==> src/rtl/ws2811_pkg.sv <==
// ws2811_pkg: shared definitions for the WS2811 LED chain (transmit engine,
// rgb wave provider and benches). Holds the FSM state encoding, the colour
// word width, the default 50 MHz timing constants and the colour-order helper.
package ws2811_pkg;

  // Colour word width: 8 bits each of three channels
  localparam int WORD_BITS        = 24;

  // Default frame and timing constants for a 50 MHz system clock
  localparam int LED_COUNT_DEF    = 200;
  localparam int BIT_CYCLES_DEF   = 62;    // 1.24 us per data bit
  localparam int T0H_CYCLES_DEF   = 20;    // 0.40 us high for a '0'
  localparam int T1H_CYCLES_DEF   = 40;    // 0.80 us high for a '1'
  localparam int RESET_CYCLES_DEF = 2600;  // 52 us latch gap

  // Transmit engine states
  typedef enum logic [1:0] {
    ST_IDLE  = 2'd0,
    ST_SEND  = 2'd1,
    ST_LATCH = 2'd2
  } tx_state_e;

  // Reorders a provider word into wire order; grb_en swaps the top two bytes
  // so green leaves first, as native GRB parts expect.
  function automatic logic [WORD_BITS-1:0] order_word(
    input logic [WORD_BITS-1:0] rgb,
    input logic                 grb_en
  );
    logic [WORD_BITS-1:0] word_s;
    if (grb_en) begin
      word_s = {rgb[15:8], rgb[23:16], rgb[7:0]};
    end else begin
      word_s = rgb;
    end
    return word_s;
  endfunction

endpackage

==> src/rtl/ws2811_serial_tx_bit_encoder.sv <==
// ws2811_bit_encoder: turns the bit value and the position inside the bit
// period into the WS2811 line level. The inputs describe the cycle that is
// about to start, so the registered output lines up with the counters that
// the top module updates on the same edge.
module ws2811_bit_encoder
  import ws2811_pkg::*;
#(
  parameter int CYC_W = 6
) (
  input  logic             clock,
  input  logic             reset,
  input  logic             active,
  input  logic             bit_val,
  input  logic [CYC_W-1:0] cyc_cnt,
  input  logic [CYC_W-1:0] t0h,
  input  logic [CYC_W-1:0] t1h,
  output logic             dout
);

  logic dout_r;

  // Registered line level: high for the first T0H/T1H cycles of a bit, low otherwise
  always_ff @(posedge clock or negedge reset) begin
    if (!reset) begin
      dout_r <= 1'b0;
    end else if (active) begin
      dout_r <= (cyc_cnt < (bit_val ? t1h : t0h));
    end else begin
      dout_r <= 1'b0;
    end
  end

  assign dout = dout_r;

endmodule

==> src/rtl/ws2811_serial_tx.sv <==
// ws2811_serial_tx: WS2811 transmit engine. Pulls LED_COUNT colour words per
// frame from the rgb wave provider (one advance pulse per word), serialises
// them MSB first with WS2811 pulse-width coding, then holds the line low for
// the latch gap while serial_reset rewinds the provider.
// Build option: define WS2811_GRB_ORDER_EN to send green first (GRB parts);
// otherwise rgb[23] is the first bit on the wire.
module ws2811_serial_tx
  import ws2811_pkg::*;
#(
  parameter int LED_COUNT    = LED_COUNT_DEF,
  parameter int BIT_CYCLES   = BIT_CYCLES_DEF,
  parameter int T0H_CYCLES   = T0H_CYCLES_DEF,
  parameter int T1H_CYCLES   = T1H_CYCLES_DEF,
  parameter int RESET_CYCLES = RESET_CYCLES_DEF
) (
  input  logic                 clock,
  input  logic                 reset,
  input  logic                 enable,
  input  logic [WORD_BITS-1:0] rgb,
  output logic                 advance,
  output logic                 serial_reset,
  output logic                 dout,
  output logic                 busy,
  output logic                 frame_done
);

  // Counter widths sized so that every terminal value fits without wrapping
  localparam int CYC_W = $clog2(BIT_CYCLES + 1);
  localparam int BIT_W = $clog2(WORD_BITS + 1);
  localparam int LED_W = $clog2(LED_COUNT + 1);
  localparam int GAP_W = $clog2(RESET_CYCLES + 1);

  localparam logic [CYC_W-1:0] CYC_LAST = CYC_W'(BIT_CYCLES - 1);
  localparam logic [BIT_W-1:0] BIT_LAST = BIT_W'(WORD_BITS - 1);
  localparam logic [LED_W-1:0] LED_LAST = LED_W'(LED_COUNT - 1);
  localparam logic [GAP_W-1:0] GAP_LAST = GAP_W'(RESET_CYCLES - 1);
  localparam logic [CYC_W-1:0] T0H_THR  = CYC_W'(T0H_CYCLES);
  localparam logic [CYC_W-1:0] T1H_THR  = CYC_W'(T1H_CYCLES);

`ifdef WS2811_GRB_ORDER_EN
  localparam logic GRB_EN = 1'b1;
`else
  localparam logic GRB_EN = 1'b0;
`endif

  tx_state_e            state_r;
  logic [WORD_BITS-1:0] shreg_r;
  logic [BIT_W-1:0]     bit_cnt_r;
  logic [CYC_W-1:0]     cyc_cnt_r;
  logic [LED_W-1:0]     led_cnt_r;
  logic [GAP_W-1:0]     gap_cnt_r;
  logic                 advance_r;
  logic                 serial_reset_r;
  logic                 busy_r;
  logic                 frame_done_r;

  logic [WORD_BITS-1:0] load_word_s;
  logic                 bit_end_s;
  logic                 word_end_s;
  logic                 last_led_s;
  logic                 gap_end_s;
  logic                 load_s;
  logic                 send_nxt_s;
  logic                 bit_nxt_s;
  logic [CYC_W-1:0]     cyc_nxt_s;

  // Event decode plus a look-ahead of the bit and cycle that start on the next edge
  always_comb begin
    load_word_s = order_word(rgb, GRB_EN);
    bit_end_s   = (state_r == ST_SEND) && (cyc_cnt_r == CYC_LAST);
    word_end_s  = bit_end_s && (bit_cnt_r == BIT_LAST);
    last_led_s  = (led_cnt_r == LED_LAST);
    gap_end_s   = (state_r == ST_LATCH) && (gap_cnt_r == GAP_LAST);
    load_s      = ((state_r == ST_IDLE) && enable) ||
                  (gap_end_s && enable) ||
                  (word_end_s && !last_led_s);

    send_nxt_s  = 1'b0;
    bit_nxt_s   = 1'b0;
    cyc_nxt_s   = {CYC_W{1'b0}};
    if (load_s) begin
      send_nxt_s = 1'b1;
      bit_nxt_s  = load_word_s[WORD_BITS-1];
      cyc_nxt_s  = {CYC_W{1'b0}};
    end else if ((state_r == ST_SEND) && !word_end_s) begin
      send_nxt_s = 1'b1;
      if (bit_end_s) begin
        bit_nxt_s = shreg_r[WORD_BITS-2];
        cyc_nxt_s = {CYC_W{1'b0}};
      end else begin
        bit_nxt_s = shreg_r[WORD_BITS-1];
        cyc_nxt_s = cyc_cnt_r + CYC_W'(1);
      end
    end else begin
      send_nxt_s = 1'b0;
      bit_nxt_s  = 1'b0;
      cyc_nxt_s  = {CYC_W{1'b0}};
    end
  end

  // Frame FSM: word loading, bit/LED/gap counting and registered handshake outputs
  always_ff @(posedge clock or negedge reset) begin
    if (!reset) begin
      state_r        <= ST_IDLE;
      shreg_r        <= {WORD_BITS{1'b0}};
      bit_cnt_r      <= {BIT_W{1'b0}};
      cyc_cnt_r      <= {CYC_W{1'b0}};
      led_cnt_r      <= {LED_W{1'b0}};
      gap_cnt_r      <= {GAP_W{1'b0}};
      advance_r      <= 1'b0;
      serial_reset_r <= 1'b0;
      busy_r         <= 1'b0;
      frame_done_r   <= 1'b0;
    end else begin
      advance_r <= load_s;
      case (state_r)
        ST_IDLE: begin
          frame_done_r   <= 1'b0;
          serial_reset_r <= 1'b0;
          if (enable) begin
            shreg_r   <= load_word_s;
            bit_cnt_r <= {BIT_W{1'b0}};
            cyc_cnt_r <= {CYC_W{1'b0}};
            led_cnt_r <= {LED_W{1'b0}};
            busy_r    <= 1'b1;
            state_r   <= ST_SEND;
          end else begin
            busy_r    <= 1'b0;
          end
        end

        ST_SEND: begin
          if (word_end_s) begin
            if (!last_led_s) begin
              // Next LED follows with no gap
              shreg_r   <= load_word_s;
              bit_cnt_r <= {BIT_W{1'b0}};
              cyc_cnt_r <= {CYC_W{1'b0}};
              led_cnt_r <= led_cnt_r + LED_W'(1);
            end else begin
              cyc_cnt_r      <= {CYC_W{1'b0}};
              bit_cnt_r      <= {BIT_W{1'b0}};
              gap_cnt_r      <= {GAP_W{1'b0}};
              serial_reset_r <= 1'b1;
              frame_done_r   <= (GAP_LAST == {GAP_W{1'b0}});
              state_r        <= ST_LATCH;
            end
          end else if (bit_end_s) begin
            shreg_r   <= {shreg_r[WORD_BITS-2:0], 1'b0};
            bit_cnt_r <= bit_cnt_r + BIT_W'(1);
            cyc_cnt_r <= {CYC_W{1'b0}};
          end else begin
            cyc_cnt_r <= cyc_cnt_r + CYC_W'(1);
          end
        end

        ST_LATCH: begin
          if (gap_end_s) begin
            serial_reset_r <= 1'b0;
            frame_done_r   <= 1'b0;
            gap_cnt_r      <= {GAP_W{1'b0}};
            if (enable) begin
              // Back-to-back frame: reload exactly as from IDLE
              shreg_r   <= load_word_s;
              bit_cnt_r <= {BIT_W{1'b0}};
              cyc_cnt_r <= {CYC_W{1'b0}};
              led_cnt_r <= {LED_W{1'b0}};
              busy_r    <= 1'b1;
              state_r   <= ST_SEND;
            end else begin
              busy_r    <= 1'b0;
              state_r   <= ST_IDLE;
            end
          end else begin
            gap_cnt_r    <= gap_cnt_r + GAP_W'(1);
            frame_done_r <= ((gap_cnt_r + GAP_W'(1)) == GAP_LAST);
          end
        end

        default: begin
          state_r        <= ST_IDLE;
          serial_reset_r <= 1'b0;
          frame_done_r   <= 1'b0;
          busy_r         <= 1'b0;
        end
      endcase
    end
  end

  ws2811_bit_encoder #(
    .CYC_W (CYC_W)
  ) u_bit_encoder (
    .clock   (clock),
    .reset   (reset),
    .active  (send_nxt_s),
    .bit_val (bit_nxt_s),
    .cyc_cnt (cyc_nxt_s),
    .t0h     (T0H_THR),
    .t1h     (T1H_THR),
    .dout    (dout)
  );

  assign advance      = advance_r;
  assign serial_reset = serial_reset_r;
  assign busy         = busy_r;
  assign frame_done   = frame_done_r;

endmodule

==> config.mk <==
export PLATFORM = sky130hd
export DESIGN_NAME = ws2811_serial_tx
export DESIGN_NICKNAME = d
export VERILOG_FILES = /design/src/rtl/ws2811_pkg.sv /design/src/rtl/ws2811_serial_tx_bit_encoder.sv /design/src/rtl/ws2811_serial_tx.sv
export SDC_FILE = /design/constraint.sdc
export NUM_CORES = 1
export LEC_CHECK = 0
export CAP_MARGIN = 40
export CORE_UTILIZATION = 60
export CTS_BUF_LIST = sky130_fd_sc_hd__clkbuf_4
export CTS_CLUSTER_SIZE = 28
export DETAILED_ROUTE_END_ITERATION = 12
export PLACE_DENSITY = 0.83
export REMOVE_ABC_BUFFERS = 1
export SKIP_LAST_GASP = 1
export SLEW_MARGIN = 20
export SYNTH_ARGS = -nofsm -noshare
export SYNTH_HDL_FRONTEND = slang
export SYNTH_SLANG_ARGS = --single-unit
==> constraint.sdc <==
create_clock -name clock -period 3.62 [get_ports clock]
set_input_delay 0.724 -clock clock [delete_from_list [all_inputs] [get_ports clock]]
set_output_delay 0.724 -clock clock [all_outputs]
set_load 0.1 [all_outputs]
* Word level (Yosys, flattened, before mapping)
Index checks and enable logic that the tools add are counted.
** Word-level totals
- Register bits after elaboration :: 62
- Output and inout port bits :: 5
- Word-level logic and storage cells :: 105
** Operators by class
- Add/sub/neg operators :: 4
- $lt $le $gt $ge :: 1
- Equal/unequal tests :: 14
- Mux-type cells :: 51
- Bitwise logic cells :: 1
- Reductions and logical operators :: 23
** Operators by type and width (number)
- $mux W24 :: 5
- $pmux W24 S3 :: 1
- $mux W6 :: 7
- $mux W12 :: 3
- $mux W8 :: 4
- $eq A12 B12 Y1 const B :: 2
- $pmux W12 S2 :: 1
- $pmux W8 S3 :: 1
- $mux W5 :: 4
- $pmux W6 S3 :: 1
- $mux W1 :: 15
- $pmux W5 S3 :: 1
- $add A12 B1 Y12 const B :: 1
- $reduce_and A4 Y1 :: 3
- $ne A2 B2 Y1 const B :: 5
- $reduce_and A3 Y1 :: 3
- $add A8 B1 Y8 const B :: 1
- $eq A8 B8 Y1 const B :: 1
- $mux W2 :: 4
- $logic_and A1 B1 Y1 :: 7
- $add A6 B1 Y6 const B :: 1
- $eq A6 B6 Y1 const B :: 1
- $lt A6 B6 Y1 :: 1
- $ne A3 B3 Y1 const B :: 2
- 14 further kinds :: 19

* Logic depth before layout (Yosys ltp)
- Depth after elaboration :: 10
- Depth in mapped cells :: 14
- Mapped depth without buffers :: 14

* Cells and area by module
From an unflattened synthesis, not the netlist that was laid out.
** Second synthesis, totals
- Cell total of the unflattened synthesis :: 354
- Area, all modules :: 3453.3 sq um
** Modules (own cells, without submodules)
- ws2811_serial_tx :: instances 1, cells each 334, area an instance 3241.9 sq um, sequential area each 1526.5 sq um
- ws2811_bit_encoder :: instances 1, cells each 20, area an instance 211.5 sq um, sequential area each 25.0 sq um

* Worst setup path before layout
OpenSTA, ideal clock, no wires.
- Path kind :: register to register
- Start point :: reg gap_cnt_r[0]
- End point :: reg u_bit_encoder.dout_r (netlist: u_bit_encoder.dout)
- Setup time :: 0.064 ns
- Arrival time :: 2.618 ns
- Required time :: 3.556 ns
- Setup slack :: 0.938 ns
- Cell stages (with the launch flop) :: 15
- Path buffers :: 1
- Period minus slack after synthesis :: 2.682 ns
- Cell sequence :: dfrtp_1 ha_1 buf_2 and4bb_2 nand3_1 a21boi_1 nor2_1 inv_1 a21oi_1 ha_1 a21o_1 a32oi_1 nand4_1 nand3_1 a21o_1
** On the way
- Longest elaborated chain between the ends :: 9
** Ends and longest elaborated chain
- start, declared :: line ws2811_serial_tx.sv:51 : logic [GAP_W-1:0] gap_cnt_r;
- start signal, assigned :: line ws2811_serial_tx.sv:109 : gap_cnt_r <= {GAP_W{1'b0}};
- start signal, assigned :: line ws2811_serial_tx.sv:143 : gap_cnt_r <= {GAP_W{1'b0}};
- start signal, assigned :: line ws2811_serial_tx.sv:161 : gap_cnt_r <= {GAP_W{1'b0}};
- $eq A12 B12 Y1 * :: line ws2811_serial_tx.sv:73 : gap_end_s = (state_r == ST_LATCH) && (gap_cnt_r == GAP_LAST);
- $logic_and A1 B1 Y1 * :: line ws2811_serial_tx.sv:73
- $logic_and A1 B1 Y1 * :: line ws2811_serial_tx.sv:75 : (gap_end_s && enable) ||
- $logic_or A1 B1 Y1 * :: line ws2811_serial_tx.sv:74 : load_s = ((state_r == ST_IDLE) && enable) ||
- $logic_or A1 B1 Y1 * :: line ws2811_serial_tx.sv:75
- via load_s :: line ws2811_serial_tx.sv:62 : logic load_s;
- $mux W1 :: line ws2811_serial_tx.sv:81 : if (load_s) begin
- $mux W6 :: line ws2811_serial_tx_bit_encoder.sv:27 : dout_r <= (cyc_cnt < (bit_val ? t1h : t0h));
- $lt A6 B6 Y1 :: line ws2811_serial_tx_bit_encoder.sv:27
- $mux W1 * :: line ws2811_serial_tx_bit_encoder.sv:26 : end else if (active) begin
- end signal, assigned :: line ws2811_serial_tx_bit_encoder.sv:27
- end, declared :: line ws2811_serial_tx_bit_encoder.sv:20 : logic dout_r;
Mark *: on every way through the listed nets, which the timed path passes. The rest lies on a longest branch.
A chain may end at the register's enable or synchronous reset.

* Worst setup path in the final report
Ends and elaborated chain as after synthesis.

==> qor.log <==
[sta] tightest hold margin 0.264 ns
[placed_design] detailed placement HPWL 4840 microns
[cts] Clock Latency Late Sink 0.41 ns
[yosys] number of instances in the synthesized netlist 372
[pwr] Pwr Density 301 mW/mm^2
[grt] initial antenna violation count 0
[placed_design] final weighted congestion in routability-driven placement 0.855
[sta] transition time of the tightest slew-check pin 0.632 ns
[yosys] library cell occupying the most area in the post-synthesis netlist sky130_fd_sc_hd__dfrtp_1
[route] wire per inst 15.2 microns
[yosys] count of unique library cells instantiated by Yosys 51
[cells_and_area] layout cell share with drive strength beyond 1 11.4%
[sta] Period Utilization, post-route 82.8%
[yosys] count of flip-flops with a built-in enable after synthesis 0
[pwr] maximum resistive drop on vdd 224 uV
[grt] total routing usage reported by global routing 26.4%
[setup_path] Critical-path top delay cell sky130_fd_sc_hd__dfrtp_1
[floorplanning] Die X-Extent 78.1 microns
[yosys] Ys Warns 0
[cells_and_area] utilization after layout 72.7%
[setup_path] Max Fanout on Critical Path 10
[floorplanning] number of top-level design ports 32
[sta] number of pins with negative max-slew slack in the final report 0
[setup_path] worst reg2reg endpoint u_bit_encoder.dout
[status] result of the run finished, final reports clean
[yosys] area share of the largest cell type after synthesis 44.6%
[setup_path] register-to-register path setup slack 0.62 ns
[cts] number of setup buffers added after CTS 0
[placed_design] count of buffers inserted at the top-level ports 31
[yosys] area share of and/or/nand/nor cells after synthesis 21.3%
[cts] total clock sinks 62
[yosys] Avg Synthesized Cell Area 9.35 sq um
[route] Vias per Instance 6.03
[yosys] Synth async-reset ratio 100%
[cells_and_area] count of inserted antenna diode cells 0
[route] DRC marker count from the first detailed-route iteration 221
[grt] first-pass GRT wire length 12700 microns
[sta] slew margin rel. 57.7%
[floorplanning] row count 27
[setup_path] Worst setup EP type flop
[sta] f_max 334 MHz
[yosys] number of synthesized register bits 62
[floorplanning] effective utilization at floorplan 62.8%
[yosys] Synth Area in Compound Gates 23.6%
[route] via count 2913
[cts] number of buffers between clock root and the deepest sink 2
[setup_path] worst endpoint required time 3.96 ns
[setup_path] Critical Setup Path Class reg2reg
[route] number of iterations in the first detailed-routing pass 4
[grt] number of global-route vias before repair 2777
[setup_path] arrival time of data at the critical path endpoint 3.34 ns
[yosys] adder and majority gate portion of the synthesized area 2.52%
[route] number of DRC violations after detailed routing 0
[cts] number of clock buffers inserted by TritonCTS 9
[setup_path] biggest cell delay along the critical path 0.45 ns
[route] Antenna Violating Nets Remaining 0
[cells_and_area] synthesis-to-layout area growth 15.9%
[sta] summed negative setup slack over all endpoints 0 ns
[yosys] combinational family with the most area after synthesis compound AO/OA/AOI/OAI gates
[sta] number of setup violations in the final report 0
[sta] setup repair after global routing missed its margin false
[cts] CTS tree built
[cells_and_area] top library cells by usage in the layout, fill and taps aside 64 x sky130_fd_sc_hd__nand2_1, 62 x sky130_fd_sc_hd__dfrtp_1, 38 x sky130_fd_sc_hd__a21oi_1
[setup_path] launching point of the worst reg2reg path gap_cnt_r[0]
[grt] global-route congestion overflow total 0
[yosys] xor and xnor area share after synthesis 2.27%
[cells_and_area] design area 0.00403 sq mm
[yosys] synth top area cells sky130_fd_sc_hd__dfrtp_1 45%, sky130_fd_sc_hd__nand2_1 6.9%, sky130_fd_sc_hd__a21oi_1 5.6%
[cts] clk slew on worst S/H paths 0.12 ns
[placed_design] placed instance area 0.00390 sq mm
[setup_path] timing endpoint of the critical path u_bit_encoder.dout
[setup_path] Worst path top cell family by delay simple AND/OR/NAND/NOR gates
[yosys] share of synthesized area spent on multiplexers 1.76%
[sta] Final Hold Viols 0
[hold_path] type of the tightest min-delay check in2async
[setup_path] cell-by-cell trace of the critical path ha_1 > and4bb_2 > nand3_1 > a21boi_1 > buf_4 > nor2_1 > inv_1 > a21oi_1 > ha_1 > a21o_1 > a32oi_1 > nand4_1 > nand3_1 > a21o_1
[cts] CTS H-tree lvls 3
[run] number of maximum-capacitance constraint violations 0
[yosys] Synth Flop Type sky130_fd_sc_hd__dfrtp_1
[yosys] cell area after technology mapping 0.00348 sq mm
[sta] fin crit period 3.00 ns
[sta] Worst Skew 0.0214 ns
[setup_path] stages on the worst setup path 14
[yosys] fraction of the yosys area taken by sequential cells 44.6%
[setup_path] reg2reg path depth 14
[floorplanning] Core Area 0.00554 sq mm
[setup_path] worst path bufs/invs 2
[cells_and_area] commonest non-fill, non-tap cell in the layout sky130_fd_sc_hd__nand2_1
[floorplanning] overall die area 0.00610 sq mm
[cts] hold buffer count at CTS 0
[cts] number of gates resized after cts 0
[cells_and_area] Layout Nets 440
[setup_path] Startpoint Class flop
[cts] buffer cell driving the clock tree root sky130_fd_sc_hd__clkbuf_4
[floorplanning] Die Height 78.1 microns
[pwr] Leakage 1.62 nW
[grt] largest net degree at the start of global routing 57
[route] DRT Wirelength 7330 microns
[setup_path] Worst Setup SP gap_cnt_r[0]
-- power by group --
| group | switching (W) | internal, W |
|---|---|---|
| logic | 0.0000261 | 0.0000310 |
| clock network | 0.000246 | 0.000211 |
| registers | 0.00000449 | 0.000697 |
-- layer usage --
layer / track usage (%) / routed length, microns / up-vias
met4: 12.8 / 103 / 0
met5: 0 / 0 / -
met2: 42.5 / 3550 / 51
met1: 34.9 / 3430 / 1412
met3: 3.84 / 237 / 11
li1: - / - / 1439
-- worst reg2reg max path, delay by kind of cell, from the launching register on --
kind	cells	cell delay, ns
AOI/OAI and AO/OA	5	0.72
adders and majority gates	2	0.72
buffers and inverters	2	0.30
DFF	1	0.45
and+or+nand+nor	5	0.75
-- flip-flops by register name, indices dropped and copies added, names as in the netlist --
register / cells
shreg_r: 24
gap_cnt_r: 12
led_cnt_r: 8
cyc_cnt_r: 6
bit_cnt_r: 5
state_r: 2
advance: 1
busy: 1
frame_done: 1
serial_reset: 1
u_bit_encoder.dout: 1
-- worst min-delay path by stage --
stage          cells after the start         end       start  slack (ns)
3_5_place_dp                       1        busy        busy        0.47
4_1_cts                            1  shreg_r[5]       reset        0.26
5_1_grt                            1  shreg_r[5]       reset        0.27
3_3_place_gp                       1  shreg_r[0]  shreg_r[0]        0.46
6_report                           1  shreg_r[5]       reset        0.26
2_1_floorplan                      0     advance       reset        0.43
-- layout make-up --
| cell class | instances | area [sq um] |
|---|---|---|
| multi-input cells | 285 | 1800 |
| fillers | 419 | 1510 |
| well taps | 72 | 90.1 |
| flip-flops and latches | 62 | 1550 |
| repair buffers | 43 | 443 |
| inverters | 5 | 18.8 |
| clock inverters | 6 | 52.6 |
| clock buffers | 10 | 75.1 |
-- cell families (layout without fill, tap and decap cells) --
family,after synthesis,count (layout)
AND/OR/NAND/NOR,145,145
AO/OA/AOI/OAI,118,118
flip-flops,62,62
buffers and inverters,25,64
XOR/XNOR,9,9
adder cells (fa/ha/maj),7,7
multiplexers,6,6
-- cells in the mapped netlist (all sizes together) (6+ instances only) --
library cell  instances
clkbuf                7
a21o                  7
nor2b                 6
nand4                10
xor2                  9
nand3                14
buf                  13
and3                  6
a31oi                 7
dfrtp                62
a41oi                21
a21oi                39
nand2                65
ha                    7
o21ai                28
nor2                 19
-- metrics by stage --
stage          std cells  power (W)  worst slack, ns
2_1_floorplan        352   0.000725           -0.310
3_3_place_gp         460   0.000770            0.621
3_5_place_dp         467   0.000773            0.424
4_1_cts              483    0.00123            0.669
5_1_grt              483    0.00126            0.376
6_report             483    0.00121            0.623
Power figures use the tool's default switching activity.
